--- config.mk ---
export PLATFORM = sky130hd
export DESIGN_NAME = uart_tx_arbiter
export DESIGN_NICKNAME = d
export VERILOG_FILES = /design/src/rtl/uart_tx_arbiter.sv
export SDC_FILE = /design/constraint.sdc
export NUM_CORES = 1
export LEC_CHECK = 0
export ABC_AREA = 0
export BUFFER_PORTS_ARGS = -buffer_cell sky130_fd_sc_hd__buf_2
export CORE_MARGIN = 2
export CORE_UTILIZATION = 55
export CTS_CLUSTER_SIZE = 10
export DETAILED_ROUTE_END_ITERATION = 10
export GPL_TIMING_DRIVEN = 0
export PLACE_DENSITY_LB_ADDON = 0.12
export SLEW_MARGIN = 20
export SYNTH_ARGS = -nofsm -noshare
export SYNTH_HDL_FRONTEND = slang
export SYNTH_SLANG_ARGS = --single-unit
--- constraint.sdc ---
create_clock -name clk_i -period 4.2 [get_ports clk_i]
set_input_delay 0.84 -clock clk_i [delete_from_list [all_inputs] [get_ports clk_i]]
set_output_delay 0.84 -clock clk_i [all_outputs]
set_load 0.005 [all_outputs]
--- src/rtl/uart_tx_arbiter.sv ---
// -----------------------------------------------------------------------------
// uart_tx_arbiter
//   Multi-channel byte-level UART transmitter. Sources hand over whole bytes
//   through valid/ready; a round-robin arbiter picks one byte per frame and
//   serialises it 8N1 onto a single line. With TAG_EN=1, a tag byte
//   {4'hF, ch} is sent before any data byte whose channel differs from the
//   previous data byte's channel. The tag is also sent for the first byte
//   after reset.
//
// Ports
//   clk_i       : clock
//   rst_i       : synchronous reset, active high
//   ch_valid_i  : per-channel byte valid
//   ch_data_i   : per-channel byte, channel k at [8k+7:8k]
//   ch_ready_o  : per-channel accept (one-hot or zero), combinational
//   txd_o       : serial output, idle high, registered
//   busy_o      : high while a frame (tag or data) is in progress
//   cur_ch_o    : channel of the most recently accepted byte
// -----------------------------------------------------------------------------
module uart_tx_arbiter #(
    parameter int NUM_CH  = 2,
    parameter int CLK_DIV = 217,
    parameter bit TAG_EN  = 1'b0
) (
    input  logic                clk_i,
    input  logic                rst_i,
    input  logic [NUM_CH-1:0]   ch_valid_i,
    input  logic [NUM_CH*8-1:0] ch_data_i,
    output logic [NUM_CH-1:0]   ch_ready_o,
    output logic                txd_o,
    output logic                busy_o,
    output logic [3:0]          cur_ch_o
);
    localparam int CW = (CLK_DIV > 1) ? $clog2(CLK_DIV) : 1;
    localparam int PW = (NUM_CH > 1) ? $clog2(NUM_CH) : 1;
    localparam logic [CW-1:0] BIT_LAST = CW'(CLK_DIV - 1);

    typedef enum logic [2:0] {
        IDLE, TAG_START, TAG_DATA, TAG_STOP, START, DATA, STOP
    } state_t;

    state_t          r_state, w_state_nxt;
    logic [CW-1:0]   r_bit_cnt, w_bit_cnt_nxt;
    logic [2:0]      r_bit_idx, w_bit_idx_nxt;
    logic [PW-1:0]   r_rr_ptr, w_rr_nxt;
    logic [3:0]      r_last_ch;
    logic            r_last_vld;
    logic [7:0]      r_byte;
    logic [3:0]      r_cur_ch;
    logic            r_txd;

    logic            w_found;
    logic [PW-1:0]   w_grant;
    logic            w_accept;
    logic            w_need_tag;
    logic            w_bit_end;
    logic            w_txd_nxt;
    logic [7:0]      w_tag;
    logic [3:0]      w_start_ch;

    // Round-robin search: scan offsets high to low so the lowest offset
    // from r_rr_ptr with a valid request is the one that sticks.
    always_comb begin
        int idx;
        w_found = 1'b0;
        w_grant = '0;
        idx     = 0;
        for (int i = NUM_CH - 1; i >= 0; i--) begin
            idx = int'(r_rr_ptr) + i;
            if (idx >= NUM_CH) idx = idx - NUM_CH;
            if (ch_valid_i[idx]) begin
                w_found = 1'b1;
                w_grant = PW'(idx);
            end
        end
    end

    // Reset wins over an accept in the same cycle.
    assign w_accept   = (r_state == IDLE) && w_found && !rst_i;
    assign w_rr_nxt   = (int'(w_grant) == NUM_CH - 1) ? '0 : w_grant + 1'b1;
    assign w_need_tag = TAG_EN && (!r_last_vld || (r_last_ch != 4'(w_grant)));
    assign w_bit_end  = (r_bit_cnt == BIT_LAST);
    assign w_tag      = {4'hF, r_cur_ch};

    always_comb begin
        ch_ready_o = '0;
        for (int k = 0; k < NUM_CH; k++)
            ch_ready_o[k] = w_accept && (int'(w_grant) == k);
    end

    always_comb begin
        w_state_nxt   = r_state;
        w_bit_cnt_nxt = r_bit_cnt;
        w_bit_idx_nxt = r_bit_idx;
        if (r_state != IDLE)
            w_bit_cnt_nxt = w_bit_end ? '0 : r_bit_cnt + 1'b1;
        case (r_state)
            IDLE: begin
                if (w_accept) begin
                    w_state_nxt   = w_need_tag ? TAG_START : START;
                    w_bit_cnt_nxt = '0;
                    w_bit_idx_nxt = '0;
                end
            end
            TAG_START: if (w_bit_end) begin
                w_state_nxt   = TAG_DATA;
                w_bit_idx_nxt = '0;
            end
            TAG_DATA: if (w_bit_end) begin
                if (r_bit_idx == 3'd7) w_state_nxt = TAG_STOP;
                else                   w_bit_idx_nxt = r_bit_idx + 3'd1;
            end
            // Tag stop runs straight into the data start bit, no idle gap.
            TAG_STOP: if (w_bit_end) w_state_nxt = START;
            START: if (w_bit_end) begin
                w_state_nxt   = DATA;
                w_bit_idx_nxt = '0;
            end
            DATA: if (w_bit_end) begin
                if (r_bit_idx == 3'd7) w_state_nxt = STOP;
                else                   w_bit_idx_nxt = r_bit_idx + 3'd1;
            end
            STOP: if (w_bit_end) w_state_nxt = IDLE;
            default: w_state_nxt = IDLE;
        endcase
    end

    // txd is registered from the next state so the start bit appears the
    // cycle after the accept.
    always_comb begin
        w_txd_nxt = 1'b1;
        case (w_state_nxt)
            TAG_START, START: w_txd_nxt = 1'b0;
            TAG_DATA:         w_txd_nxt = w_tag[w_bit_idx_nxt];
            DATA:             w_txd_nxt = r_byte[w_bit_idx_nxt];
            default:          w_txd_nxt = 1'b1;
        endcase
    end

    // When START is entered directly from IDLE, r_cur_ch is being loaded on
    // the same edge, so take the channel from the grant instead.
    assign w_start_ch = (r_state == IDLE) ? 4'(w_grant) : r_cur_ch;

    always_ff @(posedge clk_i) begin
        if (rst_i) begin
            r_state    <= IDLE;
            r_bit_cnt  <= '0;
            r_bit_idx  <= '0;
            r_rr_ptr   <= '0;
            r_last_ch  <= '0;
            r_last_vld <= 1'b0;
            r_byte     <= '0;
            r_cur_ch   <= '0;
            r_txd      <= 1'b1;
        end else begin
            r_state   <= w_state_nxt;
            r_bit_cnt <= w_bit_cnt_nxt;
            r_bit_idx <= w_bit_idx_nxt;
            r_txd     <= w_txd_nxt;
            if (w_accept) begin
                r_byte   <= ch_data_i[int'(w_grant)*8 +: 8];
                r_cur_ch <= 4'(w_grant);
                r_rr_ptr <= w_rr_nxt;
            end
            if (w_state_nxt == START && r_state != START) begin
                r_last_ch  <= w_start_ch;
                r_last_vld <= 1'b1;
            end
        end
    end

    assign txd_o    = r_txd;
    assign busy_o   = (r_state != IDLE);
    assign cur_ch_o = r_cur_ch;

endmodule

After elaboration in Yosys (flattened, before gate mapping)
Index checks and enable logic that the tools add are counted.
- bits in registers: 25
- bits in latches: 0
- memory bits (writable): 0
- ROM bits: 0
- input port bits: 20
- logic and storage cells: 79
- memories: 0
- add/subtract/negate cells: 6
- $mul: 0
- divide/modulo/power cells: 0
- order comparisons: 5
- equality and inequality tests: 12
- shift operators: 1
- muxes and demuxes: 37
- bitwise logic cells: 1
- reduce and logical (&&, ||, !) cells: 10
- operators by type and width (kind ; number):
    $lt 32x3->1 const B ; 2
    $mux 32 ; 2
    $mux 3 ; 13
    $mux 8 ; 4
    $pmux 3 s7 ; 1
    $eq 3x3->1 const B ; 6
    $shiftx 16x5->8 ; 1
    $mux 1 ; 13
    $eq 3x2->1 const B ; 3
    $pmux 3 s3 ; 1
    $add 8x1->8 const B ; 1
    $eq 8x8->1 const B ; 1
    $bmux 1 s3 ; 2
    $eq 3x1->1 const B ; 2
    $reduce_or 2->1 ; 3
    $logic_and 1x1->1 ; 4
    $lt 3x4->1 const B ; 1
    $add 3x1->3 const B ; 1
    $logic_not 3->1 ; 1
    $pmux 1 s3 ; 1
    $reduce_bool 3->1 ; 1
    $sub 1x2->3 const B ; 1
    $sub 2x2->3 const B ; 1
    $add 1x1->2 const B ; 1
    other kinds (5) ; 5

Longest topological paths before layout
- depth in word-level cells: 15
- mapped depth: 10
- depth with buffers taken out: 9

Worst setup path after synthesis
Ideal clock, no wire load.
- path type: input to output
- start point: input rst_i
- end point: output ch_ready_o[0]
- data arrival time: 1.967 ns
- data required time: 3.360 ns
- setup slack: 1.393 ns
- stages: 6
- cell sequence: buf_2 -> o21bai_1 -> nor2_2 -> buf_2 -> buf_1 -> and2_1
- cells in the longest elaborated chain, start to end: 3
- ends and longest elaborated chain (element ; RTL line ; RTL):
    from (decl) ; 26 ; input logic rst_i,
    $logic_not 1->1 ; 79 ; assign w_accept = (r_state == IDLE) && w_found && !rst_i;
    $logic_and 1x1->1 ; 79 ;
    $logic_and 1x1->1 ; 88 ; ch_ready_o[k] = w_accept && (int'(w_grant) == k);
    to (decl) ; 29 ; output logic [NUM_CH-1:0] ch_ready_o,
No other way between the ends.

Worst setup path in the final report
Same ends and word-level chain as after synthesis.

==> results.json <==
{
  "status": "finished, final reports clean",
  "p_clk_frac": 0.224,
  "fin_nets": 226,
  "yosysWarnings": 0,
  "cts_tree": "built",
  "synthArstFlopShare": 0,
  "numCtsBuffers": 3,
  "critPathTopFamily": "buffers and inverters",
  "die_h_um": 55.4,
  "crit_path_max_fanout": 10,
  "syn_inst": 173,
  "max_slew_margin": 0.594,
  "wl_um": 3100,
  "routabilityCongestion": 0.871,
  "rsz0062_at_grt": "false",
  "fin_util": 0.657,
  "wl_per_cell_um": 13.4,
  "fin_crit_sh": 0.765,
  "p_leak_nw": 0.736,
  "setup_violations": 0,
  "fillers": 230,
  "p_sw_frac": 0.320,
  "synth_edf_count": 0,
  "crit_chain": "buf_2 -> o21bai_1 -> nor2_2 -> buf_2 -> buf_1 -> and2_1 -> buf_2",
  "clkSlewWorstSetupHoldPaths_ns": 0.14,
  "finalPower_w": 0.000511,
  "grt_pass1_wl_um": 5090,
  "dp_hpwl_um": 2410,
  "p_seq_frac": 0.526,
  "cts_resized": 0,
  "cp_num_buf_inv": 4,
  "cts_sinks": 25,
  "start_util": 0.582,
  "finalMaxSlewViolations": 0,
  "p_int_w": 0.000347,
  "crit_slowest_cell": "buf_1",
  "num_rows": 18,
  "cts_max_path_buffers": 2,
  "drt_pre_antenna_iters": 4,
  "drc_errors": 0,
  "peakVddDrop_v": 0.000200,
  "max_stage_delay_ns": 0.42,
  "postCtsHoldBufs": 0,
  "tightest_slew_ns": 0.609,
  "hold_class": "flip-flop to flip-flop",
  "grt.total_usage": 0.203,
  "clk_latency_ns": 0.34,
  "antenna_found_initial": 0,
  "skew_ns": 0.00806,
  "drtAntennaViolNets": 0,
  "fin_crit_ns": 3.21,
  "die-area_um2": 3070,
  "cts_root_buf": "clkbuf_4",
  "synth_ff_type": "dfxtp_1",
  "grt_max_degree": 15,
  "cts_setup_buffers": 0,
  "fmax_ghz": 0.311,
  "ioPinCount": 28,
  "setup_tns_ns": 0,
  "grt_pass1_vias": 1204,
  "final-instance-count-excl-fill": 232,
  "comb_power_share": 0.250,
  "netlist_area_um2": 1460,
  "viasPerCell": 5.86,
  "crit_top_cell": "buf_2",
  "ys_ff_latch": 25,
  "hold_violations": 0,
  "yosysUniqueCellTypes": 57,
  "yosysSeqAreaShare": 0.344,
  "drive_gt1_frac": 0.223,
  "cap_violations": 0,
  "endpoint_kind": "output pin",
  "cp.required_ns": 3.36,
  "syn_area_per_cell_um2": 8.41,
  "core_area_um2": 2500,
  "dp_cells": 228,
  "start_kind": "primary input",
  "crit_arrival_ns": 2.37,
  "n_antenna_cell": 0,
  "cts_max_level": 1,
  "die_x_um": 55.4,
  "num_vias": 1359,
  "crit_type": "primary input to output pin",
  "port_buffers": 23,
  "grt_overflow": 0,
  "p_sw_w": 0.000163,
  "area_growth_pct": 12.9,
  "p_per_area_nw_per_um2": 311,
  "drt_iter0_markers": 38
}
-- routing by layer --
metal  vias to the layer above  track usage  wire length (um)
li1                        680            -                 -
met1                       631        0.233              1310
met2                        39        0.378              1570
met4                         0       0.0836                80
met5                         -            0                 0
met3                         9       0.0234               141
-- power groups by stage --
| stage | registers [W] | logic (W) | clock network (W) |
|---|---|---|---|
| after floorplan | 0.000271 | 0.0000942 | 0 |
| after global placement | 0.000273 | 0.000123 | 0 |
| after detailed placement | 0.000274 | 0.000128 | 0 |
| after CTS | 0.000269 | 0.000128 | 0.000116 |
| after global routing | 0.000272 | 0.000143 | 0.000124 |
| final | 0.000269 | 0.000128 | 0.000114 |
-- worst paths after layout --
check               startpoint            end  slack, ns  depth (start not counted)
setup reg to reg  r_bit_idx[0]          txd_o       2.00                          8
setup / recovery         rst_i  ch_ready_o[0]       0.99                          7
hold / removal       r_byte[6]      r_byte[6]       0.51                          2
hold reg to reg      r_byte[6]      r_byte[6]       0.51                          2
-- Yosys cell counts, drive strengths merged, types with 2 or more instances --
library cell | count | share of area
a211oi | 9 | 0.046
dfxtp | 25 | 0.34
a31oi | 3 | 0.013
and3b | 2 | 0.012
nor3 | 3 | 0.014
nor2 | 27 | 0.071
ha | 3 | 0.026
nand3 | 4 | 0.014
and3 | 4 | 0.018
inv | 7 | 0.018
o211ai | 2 | 0.014
a21oi | 9 | 0.031
a21boi | 2 | 0.010
mux2i | 9 | 0.062
and2 | 3 | 0.014
or2 | 2 | 0.0086
o21ai | 5 | 0.017
buf | 8 | 0.038
nand2 | 9 | 0.025
nand4 | 4 | 0.017
clkbuf | 4 | 0.010
xnor2 | 2 | 0.012
xor2 | 5 | 0.030
-- through the flow --
stage	area (um^2)	hold slack (ns)	setup slack (ns)
detailed placement	1620	0.493	1.00
finish	1640	0.507	0.988
global route	1640	0.534	0.820
floorplan	1460	0.443	1.39
global placement	1620	0.459	1.01
CTS	1640	0.511	0.991
-- logic make-up (layout without fill, tap and decap cells) --
family | count (synthesis) | in the layout | synth area share
xor gates and xnor gates | 7 | 7 | 0.0421
DFF | 25 | 25 | 0.344
AOI/OAI and AO/OA | 46 | 46 | 0.235
adders and majority gates | 3 | 3 | 0.0258
other | 1 | 3 | 0.00258
and+or+nand+nor | 62 | 62 | 0.215
buffers and inverters | 19 | 46 | 0.0662
muxes | 10 | 10 | 0.0696
-- state kept, by name, indices dropped and copies added (netlist names) --
| register | count |
|---|---|
| r_bit_cnt | 8 |
| r_byte | 8 |
| r_bit_idx | 3 |
| r_state | 3 |
| cur_ch_o | 1 |
| r_rr_ptr | 1 |
| txd_o | 1 |
-- worst min-delay path: stages, from the launching register on --
cell      delay [ns]
dfxtp_1         0.34
nor2_1          0.09
a211oi_1        0.05
-- cell type report --
cell class / count / area (um^2) / area share
buffer: 12 / 70.1 / 0.0427
clock buffer: 3 / 22.5 / 0.0137
clock inverter: 1 / 5.00 / 0.00305
inverter: 7 / 26.3 / 0.0160
multi-input combinational: 131 / 866 / 0.527
sequential: 25 / 500 / 0.305
tap: 30 / 37.5 / 0.0228
timing repair buffer: 23 / 115 / 0.0701
-- cell usage in the layout (no fill, tap or decap), drive strengths merged, types with 2 or more instances in the layout --
master | synthesis | layout
xnor2 | 2 | 2
buf | 8 | 31
a31oi | 3 | 3
and2 | 3 | 3
mux2i | 9 | 9
o21ai | 5 | 5
a21oi | 9 | 9
conb | 1 | 3
and3b | 2 | 2
nand2 | 9 | 9
nand3 | 4 | 4
xor2 | 5 | 5
clkbuf | 4 | 7
or2 | 2 | 2
inv | 7 | 7
nand4 | 4 | 4
a211oi | 9 | 9
o211ai | 2 | 2
dfxtp | 25 | 25
ha | 3 | 3
nor3 | 3 | 3
nor2 | 27 | 27
and3 | 4 | 4
a21boi | 2 | 2
(Power assumes the default switching activity.)
